[src/rtl/agen_lsu_buffer_pkg.sv]
// rtl/agen_lsu_buffer_pkg.sv - shared packet field widths and mask position for the AGEN->LSU buffer
package agen_lsu_buffer_pkg;

  localparam int AGEN_CHECKPOINTS     = 4;
  localparam int AGEN_CHECKPOINTS_LOG = 2;

  localparam int SIZE_LDST            = 2;
  localparam int SIZE_FLAGS           = 16;
  localparam int SIZE_PHYSICAL_LOG    = 7;
  localparam int SIZE_ACTIVELIST_LOG  = 8;
  localparam int SIZE_DATA            = 32;
  localparam int SIZE_ISSUEQ_LOG      = 6;
  localparam int SIZE_LSQ_LOG         = 5;
  localparam int SIZE_ADDR            = 32;

  localparam int AGEN_PKT_W = AGEN_CHECKPOINTS + SIZE_LDST + SIZE_FLAGS + SIZE_PHYSICAL_LOG +
                              SIZE_ACTIVELIST_LOG + SIZE_DATA + SIZE_ISSUEQ_LOG +
                              SIZE_LSQ_LOG + SIZE_ADDR;

  localparam int MASK_MSB = AGEN_PKT_W - 1;
  localparam int MASK_LSB = AGEN_PKT_W - AGEN_CHECKPOINTS;

  typedef struct packed {
    logic [AGEN_CHECKPOINTS-1:0]    bmask;
    logic [SIZE_LDST-1:0]           ldst_size;
    logic [SIZE_FLAGS-1:0]          flags;
    logic [SIZE_PHYSICAL_LOG-1:0]   dest_reg;
    logic [SIZE_ACTIVELIST_LOG-1:0] al_id;
    logic [SIZE_DATA-1:0]           st_data;
    logic [SIZE_ISSUEQ_LOG-1:0]     iq_entry;
    logic [SIZE_LSQ_LOG-1:0]        lsq_id;
    logic [SIZE_ADDR-1:0]           addr;
  } agen_pkt_t;

endpackage

[src/rtl/bmask_resolve.sv]
// rtl/bmask_resolve.sv - branch resolution for one mask: kill on mispredict, clear bit on correct prediction
module bmask_resolve
  import agen_lsu_buffer_pkg::*;
#(
  parameter int CHECKPOINTS     = AGEN_CHECKPOINTS,
  parameter int CHECKPOINTS_LOG = AGEN_CHECKPOINTS_LOG
) (
  input  logic [CHECKPOINTS-1:0]     mask_i,
  input  logic                       ctrlVerified_i,
  input  logic                       ctrlMispredict_i,
  input  logic [CHECKPOINTS_LOG-1:0] ctrlSMTid_i,
  output logic                       kill_o,
  output logic [CHECKPOINTS-1:0]     mask_o
);

  always_comb begin
    kill_o = ctrlVerified_i & ctrlMispredict_i & mask_i[ctrlSMTid_i];
    mask_o = mask_i;
    if (ctrlVerified_i && !ctrlMispredict_i) begin
      mask_o[ctrlSMTid_i] = 1'b0;
    end
  end

endmodule

[src/rtl/agen_lsu_buffer.sv]
// rtl/agen_lsu_buffer.sv - collapsing queue holding AGEN packets until the LSU accepts them
module agen_lsu_buffer
  import agen_lsu_buffer_pkg::*;
#(
  parameter int PKT_W           = AGEN_PKT_W,
  parameter int CHECKPOINTS     = AGEN_CHECKPOINTS,
  parameter int CHECKPOINTS_LOG = AGEN_CHECKPOINTS_LOG,
  parameter int DEPTH           = 2
) (
  input  logic                       clk,
  input  logic                       reset,
  input  logic [PKT_W-1:0]           inPacket_i,
  input  logic                       inValid_i,
  input  logic                       ctrlVerified_i,
  input  logic                       ctrlMispredict_i,
  input  logic [CHECKPOINTS_LOG-1:0] ctrlSMTid_i,
  input  logic                       lsuReady_i,
  output logic [PKT_W-1:0]           outPacket_o,
  output logic                       outValid_o,
  output logic                       stall_o,
  output logic                       overflow_o
);

  localparam int BODY_W = PKT_W - CHECKPOINTS;

  logic [PKT_W-1:0]       entry_q [DEPTH];
  logic [PKT_W-1:0]       entry_d [DEPTH];
  logic [DEPTH-1:0]       valid_q, valid_d;
  logic [DEPTH-1:0]       kill;
  logic [CHECKPOINTS-1:0] mask_res [DEPTH];
  logic                   in_kill;
  logic [CHECKPOINTS-1:0] in_mask;
  logic                   stall_q, stall_d;
  logic                   overflow_q, overflow_d;
  logic                   deq;
  int                     pos;

  for (genvar g = 0; g < DEPTH; g++) begin : g_res
    bmask_resolve #(
      .CHECKPOINTS    (CHECKPOINTS),
      .CHECKPOINTS_LOG(CHECKPOINTS_LOG)
    ) u_res (
      .mask_i          (entry_q[g][PKT_W-1 -: CHECKPOINTS]),
      .ctrlVerified_i  (ctrlVerified_i),
      .ctrlMispredict_i(ctrlMispredict_i),
      .ctrlSMTid_i     (ctrlSMTid_i),
      .kill_o          (kill[g]),
      .mask_o          (mask_res[g])
    );
  end

  bmask_resolve #(
    .CHECKPOINTS    (CHECKPOINTS),
    .CHECKPOINTS_LOG(CHECKPOINTS_LOG)
  ) u_res_in (
    .mask_i          (inPacket_i[PKT_W-1 -: CHECKPOINTS]),
    .ctrlVerified_i  (ctrlVerified_i),
    .ctrlMispredict_i(ctrlMispredict_i),
    .ctrlSMTid_i     (ctrlSMTid_i),
    .kill_o          (in_kill),
    .mask_o          (in_mask)
  );

  assign outValid_o  = valid_q[0] & ~kill[0];
  assign outPacket_o = {mask_res[0], entry_q[0][BODY_W-1:0]};
  assign deq         = outValid_o & lsuReady_i;
  assign stall_o     = stall_q;
  assign overflow_o  = overflow_q;

  // Survivors slide down to the lowest free slot in arrival order; the new packet lands after them.
  always_comb begin
    entry_d    = entry_q;
    valid_d    = '0;
    overflow_d = overflow_q;
    pos        = 0;
    for (int i = 0; i < DEPTH; i++) begin
      if (valid_q[i] && !kill[i] && !(i == 0 && deq)) begin
        for (int j = 0; j < DEPTH; j++) begin
          if (pos == j) begin
            entry_d[j] = {mask_res[i], entry_q[i][BODY_W-1:0]};
            valid_d[j] = 1'b1;
          end
        end
        pos = pos + 1;
      end
    end
    if (inValid_i && !in_kill) begin
      if (pos < DEPTH) begin
        for (int j = 0; j < DEPTH; j++) begin
          if (pos == j) begin
            entry_d[j] = {in_mask, inPacket_i[BODY_W-1:0]};
            valid_d[j] = 1'b1;
          end
        end
        pos = pos + 1;
      end else begin
        overflow_d = 1'b1;
      end
    end
    stall_d = (pos == DEPTH);
  end

  always_ff @(posedge clk) begin
    entry_q <= entry_d;
    if (!reset) begin
      valid_q    <= '0;
      stall_q    <= 1'b0;
      overflow_q <= 1'b0;
    end else begin
      valid_q    <= valid_d;
      stall_q    <= stall_d;
      overflow_q <= overflow_d;
    end
  end

endmodule

[config.mk]
export PLATFORM = sky130hd
export DESIGN_NAME = agen_lsu_buffer
export DESIGN_NICKNAME = d
export VERILOG_FILES = /design/src/rtl/agen_lsu_buffer_pkg.sv /design/src/rtl/bmask_resolve.sv /design/src/rtl/agen_lsu_buffer.sv
export SDC_FILE = /design/constraint.sdc
export NUM_CORES = 1
export LEC_CHECK = 0
export CORE_MARGIN = 4
export CORE_UTILIZATION = 54
export DETAILED_ROUTE_END_ITERATION = 8
export GPL_ROUTABILITY_DRIVEN = 1
export HOLD_SLACK_MARGIN = 0.08
export PLACE_DENSITY = 0.85
export SYNTH_ARGS = -nofsm -noshare
export SYNTH_HDL_FRONTEND = slang
export SYNTH_SLANG_ARGS = --single-unit
[constraint.sdc]
create_clock -name clk -period 12.5 [get_ports clk]
set_input_delay 2.5 -clock clk [delete_from_list [all_inputs] [get_ports clk]]
set_output_delay 2.5 -clock clk [all_outputs]
set_load 0.02 [all_outputs]
* Word-level counts from Yosys, hierarchy flattened
Cells that the tools add are included.
** Operators by class
- Reduce and logical (&&, ||, !) cells :: 14
- Muxes and demuxes :: 31
- Order comparisons :: 3
- Bitwise operators :: 12
- Equal/unequal tests :: 3
- $add $sub $neg :: 2
** Operator list (count)
- 2-to-1 mux 224 bit :: 3
- 2-to-1 mux 112 bit :: 5
- 2-to-1 mux 32 bit :: 3
- adder 32 x 2 -> 32 bit (second input constant) :: 2
- equality test 32 x 2 -> 1 bit (second input constant) :: 2
- logical NOT 32 bit :: 2
- equality test 32 x 3 -> 1 bit (second input constant) :: 1
- < comparator 32 x 3 -> 1 bit (second input constant) :: 1
- bitwise AND 4 bit :: 3
- 2-to-1 mux 4 bit :: 3
- 2-to-1 mux 1 bit :: 10
- bitwise AND 1 bit :: 6
- binary-select mux 1 bit (select 2 bit) :: 3
- logical AND 1 bit :: 6
- 2-to-1 mux 2 bit :: 3
- logical NOT 1 bit :: 5
- NOT 4 bit :: 1
- < comparator 2 x 3 -> 1 bit (second input constant) :: 1
- demux 1 bit (select 2 bit) :: 1
- greater-or-equal comparator 2 x 1 -> 1 bit (second input constant) :: 1
- NOT 1 bit :: 2
- AND reduction 2 bit :: 1
** Storage, ports and cells
- Bits in registers :: 228
- Output and inout port bits :: 115

* Longest topological paths before layout
- Depth after elaboration :: 15
- Mapped depth :: 10

* Cells and area by module
A second synthesis with hierarchy kept.
** Unflattened totals
- Cell total of the unflattened synthesis :: 1045
- Area total of the unflattened synthesis :: 10342.4 um^2
** Modules (own cells, without submodules)
- agen_lsu_buffer :: cells an instance 1018, sequential area each 5645.4 um^2, area each 10105.9 um^2, instances 1
- bmask_resolve (g_res[0].u_res ...) :: cells an instance 9, sequential area each 0.0 um^2, area each 77.6 um^2, instances 2
- bmask_resolve (u_res_in) :: cells an instance 9, sequential area each 0.0 um^2, area each 81.3 um^2, instances 1

* Least setup slack after synthesis
Ideal clock, no wire load.
- Path kind :: input-to-reg
- Start point :: input ctrlSMTid_i[0]
- End point :: register entry_q[0] in the netlist's numbering, enable pin
- Path slack :: 6.366 ns
- Stages :: 8
- Arrival :: 5.713 ns
- Required time :: 12.079 ns
- Buffers on the path :: 3
- Setup time :: 0.421 ns
- Path through :: buf_6 mux2_4 a221oi_4 inv_1 ha_1 nor3b_2 clkbuf_1 buf_2
** Between the ends
- Longest elaborated chain between the ends :: 15
- Elaborated cells between the ends (all ways) :: 29
- Classes of those cells :: add/sub (1); order compare (1); eq/ne (1); mux (12); bitwise (6); reduce/logical (8)
** Ends and longest elaborated chain
- from (decl) :: RTL line agen_lsu_buffer.sv:16 : input logic [CHECKPOINTS_LOG-1:0] ctrlSMTid_i,
- branches (longest 14 deep; another with adder 32 x 2 -> 32 bit)
- 2-to-1 mux 224 bit * :: RTL line agen_lsu_buffer.sv:87 : if (inValid_i && !in_kill) begin
- to (signal assigned) :: RTL line agen_lsu_buffer.sv:104 : entry_q <= entry_d;
- to (decl) :: RTL line agen_lsu_buffer.sv:26 : logic [PKT_W-1:0] entry_q [DEPTH];
Mark *: on every way between the ends. The select of a mux whose other input is x is not followed.
A chain may end at the register's enable or synchronous reset.

* Worst setup path in the final report
- Start point :: input ctrlSMTid_i[0]
- End point :: output outValid_o
** Between the ends
- Longest elaborated chain between the ends :: 5
** Ends and longest elaborated chain
- binary-select mux 1 bit (select 2 bit) :: RTL line bmask_resolve.sv:17 : kill_o = ctrlVerified_i & ctrlMispredict_i & mask_i[ctrlSMTid_i];
- 2-to-1 mux 1 bit (not written as such) :: RTL line bmask_resolve.sv:17
- bitwise AND 1 bit :: RTL line bmask_resolve.sv:17
- NOT 1 bit :: RTL line agen_lsu_buffer.sv:64 : assign outValid_o = valid_q[0] & ~kill[0];
- bitwise AND 1 bit :: RTL line agen_lsu_buffer.sv:64
- to (decl) :: RTL line agen_lsu_buffer.sv:19 : output logic outValid_o,
No other way between the ends. The select of a mux whose other input is x is not followed.

==> impl_metrics.py <==
metrics = {
    "run_status": {
        "run_status": "complete, no violations",
    },
    "global_routing": {
        "grt_pass1_wl_um": 30600,
        "gr-total-overflow": 0,
        "antenna_found_initial": 1,
        "grt_pass1_vias": 6096,
        "grt_max_degree": 109,
        "grtUsageTotal": 0.181,
    },
    "power_and_ir_drop": {
        "combPwrFrac": 0.249,
        "p_seq_frac": 0.433,
        "power_per_cell_area_mw_per_mm2": 176,
        "switching_share": 0.278,
        "p_int_uw": 1570,
        "pwr-share-clk": 0.318,
        "p_leak_uw": 0.00537,
        "power.switching_uw": 605,
        "ir_worst_vdd_mv": 0.124,
    },
    "timing": {
        "rsz0062_at_grt": "no",
        "relSlewSlack": 0.270,
        "setup_viol": 0,
        "period_minus_slack_ns": 7.08,
        "fin_tns_setup_ns": 0,
        "finalHoldViolations": 0,
        "worst_pin_slew_ns": 1.10,
        "finClkSkew_ns": 0.00738,
        "fin_crit_sh": 0.567,
        "whs_ns": 0.490,
        "maxSlewViolCount": 0,
        "fmax_mhz": 141,
    },
    "logic_synthesis": {
        "netlist_instances": 897,
        "synth_fa_ha_area_frac": 0.00496,
        "synth_top_family_by_area": "simple AND/OR/NAND/NOR gates",
        "syn_avg_cell_area_sq_um": 11.2,
        "yosysTopAreaCell": "edfxtp_1",
        "synth.distinct_cells": 39,
        "synth-xor-area-share": 0,
        "syn_nets": 1021,
        "yosysWarnings": 0,
        "ys_ff_latch": 228,
        "synth_area_sq_mm": 0.0101,
        "synth-simple-area-share": 0.129,
        "netlist.area_leader.share": 0.322,
        "synth_compound_area_frac": 0.0728,
        "synth.area.mux_share": 0.114,
        "yosysSeqAreaShare": 0.560,
        "ys_top_cells_by_area": "edfxtp_1, dfxtp_1, mux2i_1",
    },
    "die": {
        "fp.dieH_um": 145,
        "core_area_sq_mm": 0.0181,
        "start_util": 0.556,
        "fp.dieArea_sq_mm": 0.0209,
        "rows": 49,
        "io_pins": 235,
        "die_x_um": 145,
    },
    "final_layout": {
        "syn2layout_area_growth_pct": 22.7,
        "nFillCells": 1406,
        "antenna_cells": 0,
        "multiInputGateArea_sq_mm": 0.00325,
        "final_core_util": 0.682,
        "drive_above_1_share": 0.0500,
        "regArea_sq_mm": 0.00565,
        "num-nets-final": 1127,
    },
    "worst_hold_path": {
        "hp-class": "reg -> reg",
    },
    "routing": {
        "drt_iter0_drc": 263,
        "wl_met1_um": 8240,
        "wl_met2_um": 10200,
        "routedWlPerCell_um": 16.0,
        "top_layer": "met5",
        "wl_met3_um": 1180,
        "routed_wl_um": 20000,
        "vias_per_cell": 5.05,
        "dr.pass1.iters": 4,
        "drtAntennaViolNets": 0,
        "vias": 6317,
        "drc": 0,
    },
    "run": {
        "drv_cap": 0,
    },
    "placed_design": {
        "port_buffers": 234,
        "dpl.hpwl_um": 13100,
        "place.gp.congestion": 0.802,
    },
    "worst_setup_path": {
        "startpoint_type": "input port",
        "cp_max_fo": 10,
        "required_ns": 10.00,
        "end_kind": "primary output",
        "cp.arrival_ns": 4.58,
        "critical_path_class": "in -> out",
    },
    "cts": {
        "clock-sinks": 228,
        "cts_resized": 0,
        "cts_buffers": 24,
        "cts_root_buffer": "clkbuf_16",
        "cts_tree": "done",
        "htreeDepth": 1,
        "clock_tree.buffer_depth": 3,
        "clk_latency_ns": 0.50,
        "cts_setup_buffers": 0,
        "cts.reportedPaths.clkPinSlew_ns": 0.06,
        "ctsHoldBuffers": 0,
    },
}
[critical path, stage by stage]
cell and delay [ns]:
clkdlybuf4s50_1 0.74, mux2_2 0.43, a221oi_1 0.25, clkdlybuf4s50_1 0.66
[path summary, 6_finish.rpt]
kind                           startpoint                      end  slack (ns)  cells past startpoint
setup / recovery           ctrlSMTid_i[0]               outValid_o        5.42                      4
hold / removal    overflow_o$_SDFFE_PN0P_  overflow_o$_SDFFE_PN0P_        0.49                      1
setup reg to reg     entry_q[220]$_DFF_P_    entry_q[30]$_DFFE_PP_        8.19                      7
hold reg to reg   overflow_o$_SDFFE_PN0P_  overflow_o$_SDFFE_PN0P_        0.49                      1
[cell usage in the layout, fill, tap and decap left out, types with 3 or more instances in the layout]
cell               n
mux2i_1          112
clkbuf_8           5
nor2_1           111
edfxtp_1         108
dfxtp_1          120
nand3_1            5
a21oi_1          108
clkbuf_1           5
o2111ai_1          3
inv_1              5
ha_1               4
and3_1             3
clkinv_2           7
nand4_1            3
nand2b_1           3
clkdlybuf4s50_1  234
o211ai_1           3
buf_4              5
nand2_1            6
clkbuf_16         25
o21ai_0           12
and2_1           113
[area by class of cell]
cell class,count,area share
Clock inverter,9,0.00597
Multi-Input combinational cell,505,0.263
Clock buffer,35,0.0577
Inverter,5,0.00152
Sequential cell,228,0.456
Timing Repair Buffer,239,0.192
Tap cell,229,0.0232
[state kept, by name, indices dropped and copies added, names as in the netlist]
register / flops
overflow_o: 1
valid_q: 2
outPacket_o: 108
stall_o: 1
entry_q: 116
[synth_stat cells (all sizes together)]
| library cell | instances |
|---|---|
| mux2i | 112 |
| o21a | 1 |
| o221a | 1 |
| o311ai | 1 |
| nand4 | 3 |
| nand2b | 4 |
| o221ai | 1 |
| nand3b | 1 |
| nand2 | 6 |
| nand4b | 1 |
| dfxtp | 120 |
| ha | 4 |
| nor3b | 2 |
| clkbuf | 36 |
| and2 | 113 |
| o21ai | 12 |
| edfxtp | 108 |
| nand4bb | 1 |
| o211ai | 3 |
| nor2 | 111 |
| buf | 123 |
| and3 | 3 |
| a221oi | 2 |
| and3b | 1 |
| mux2 | 2 |
| a21boi | 1 |
| o2111ai | 3 |
| or3b | 1 |
| nand3 | 5 |
| a21oi | 108 |
| or3 | 1 |
| a31oi | 1 |
| inv | 5 |
[per-layer routing]
metal / GRT usage / up-vias
met5: 0 / -
met4: 0.0471 / 2
met3: 0.0421 / 26
met2: 0.317 / 162
met1: 0.227 / 2929
li1: - / 3198
[per-stage QoR]
step | setup WS, ns | area, sq um | cells | power [uW]
after floorplan | 6.37 | 10100 | 897 | 1360
after global placement | 5.37 | 11600 | 1206 | 1490
after detailed placement | 5.21 | 11600 | 1206 | 1500
after CTS | 5.42 | 12400 | 1250 | 2200
after global routing | 5.29 | 12400 | 1250 | 2280
final | 5.42 | 12400 | 1250 | 2180
[logic make-up after synthesis]
logic type	after synthesis
AND/OR/NAND/NOR	253
flip-flops	228
buffers and inverters	164
AO/OA/AOI/OAI	134
multiplexers	114
adder cells (fa/ha/maj)	4
[power groups by stage]
stage | registers (uW) | logic (uW) | clock network, uW
2_1_floorplan | 943 | 416 | 0
3_3_place_gp | 954 | 533 | 0
3_5_place_dp | 959 | 543 | 0
4_1_cts | 944 | 547 | 711
5_1_grt | 955 | 580 | 741
6_report | 943 | 541 | 692
No activity file was read; power rests on OpenSTA's default activity.
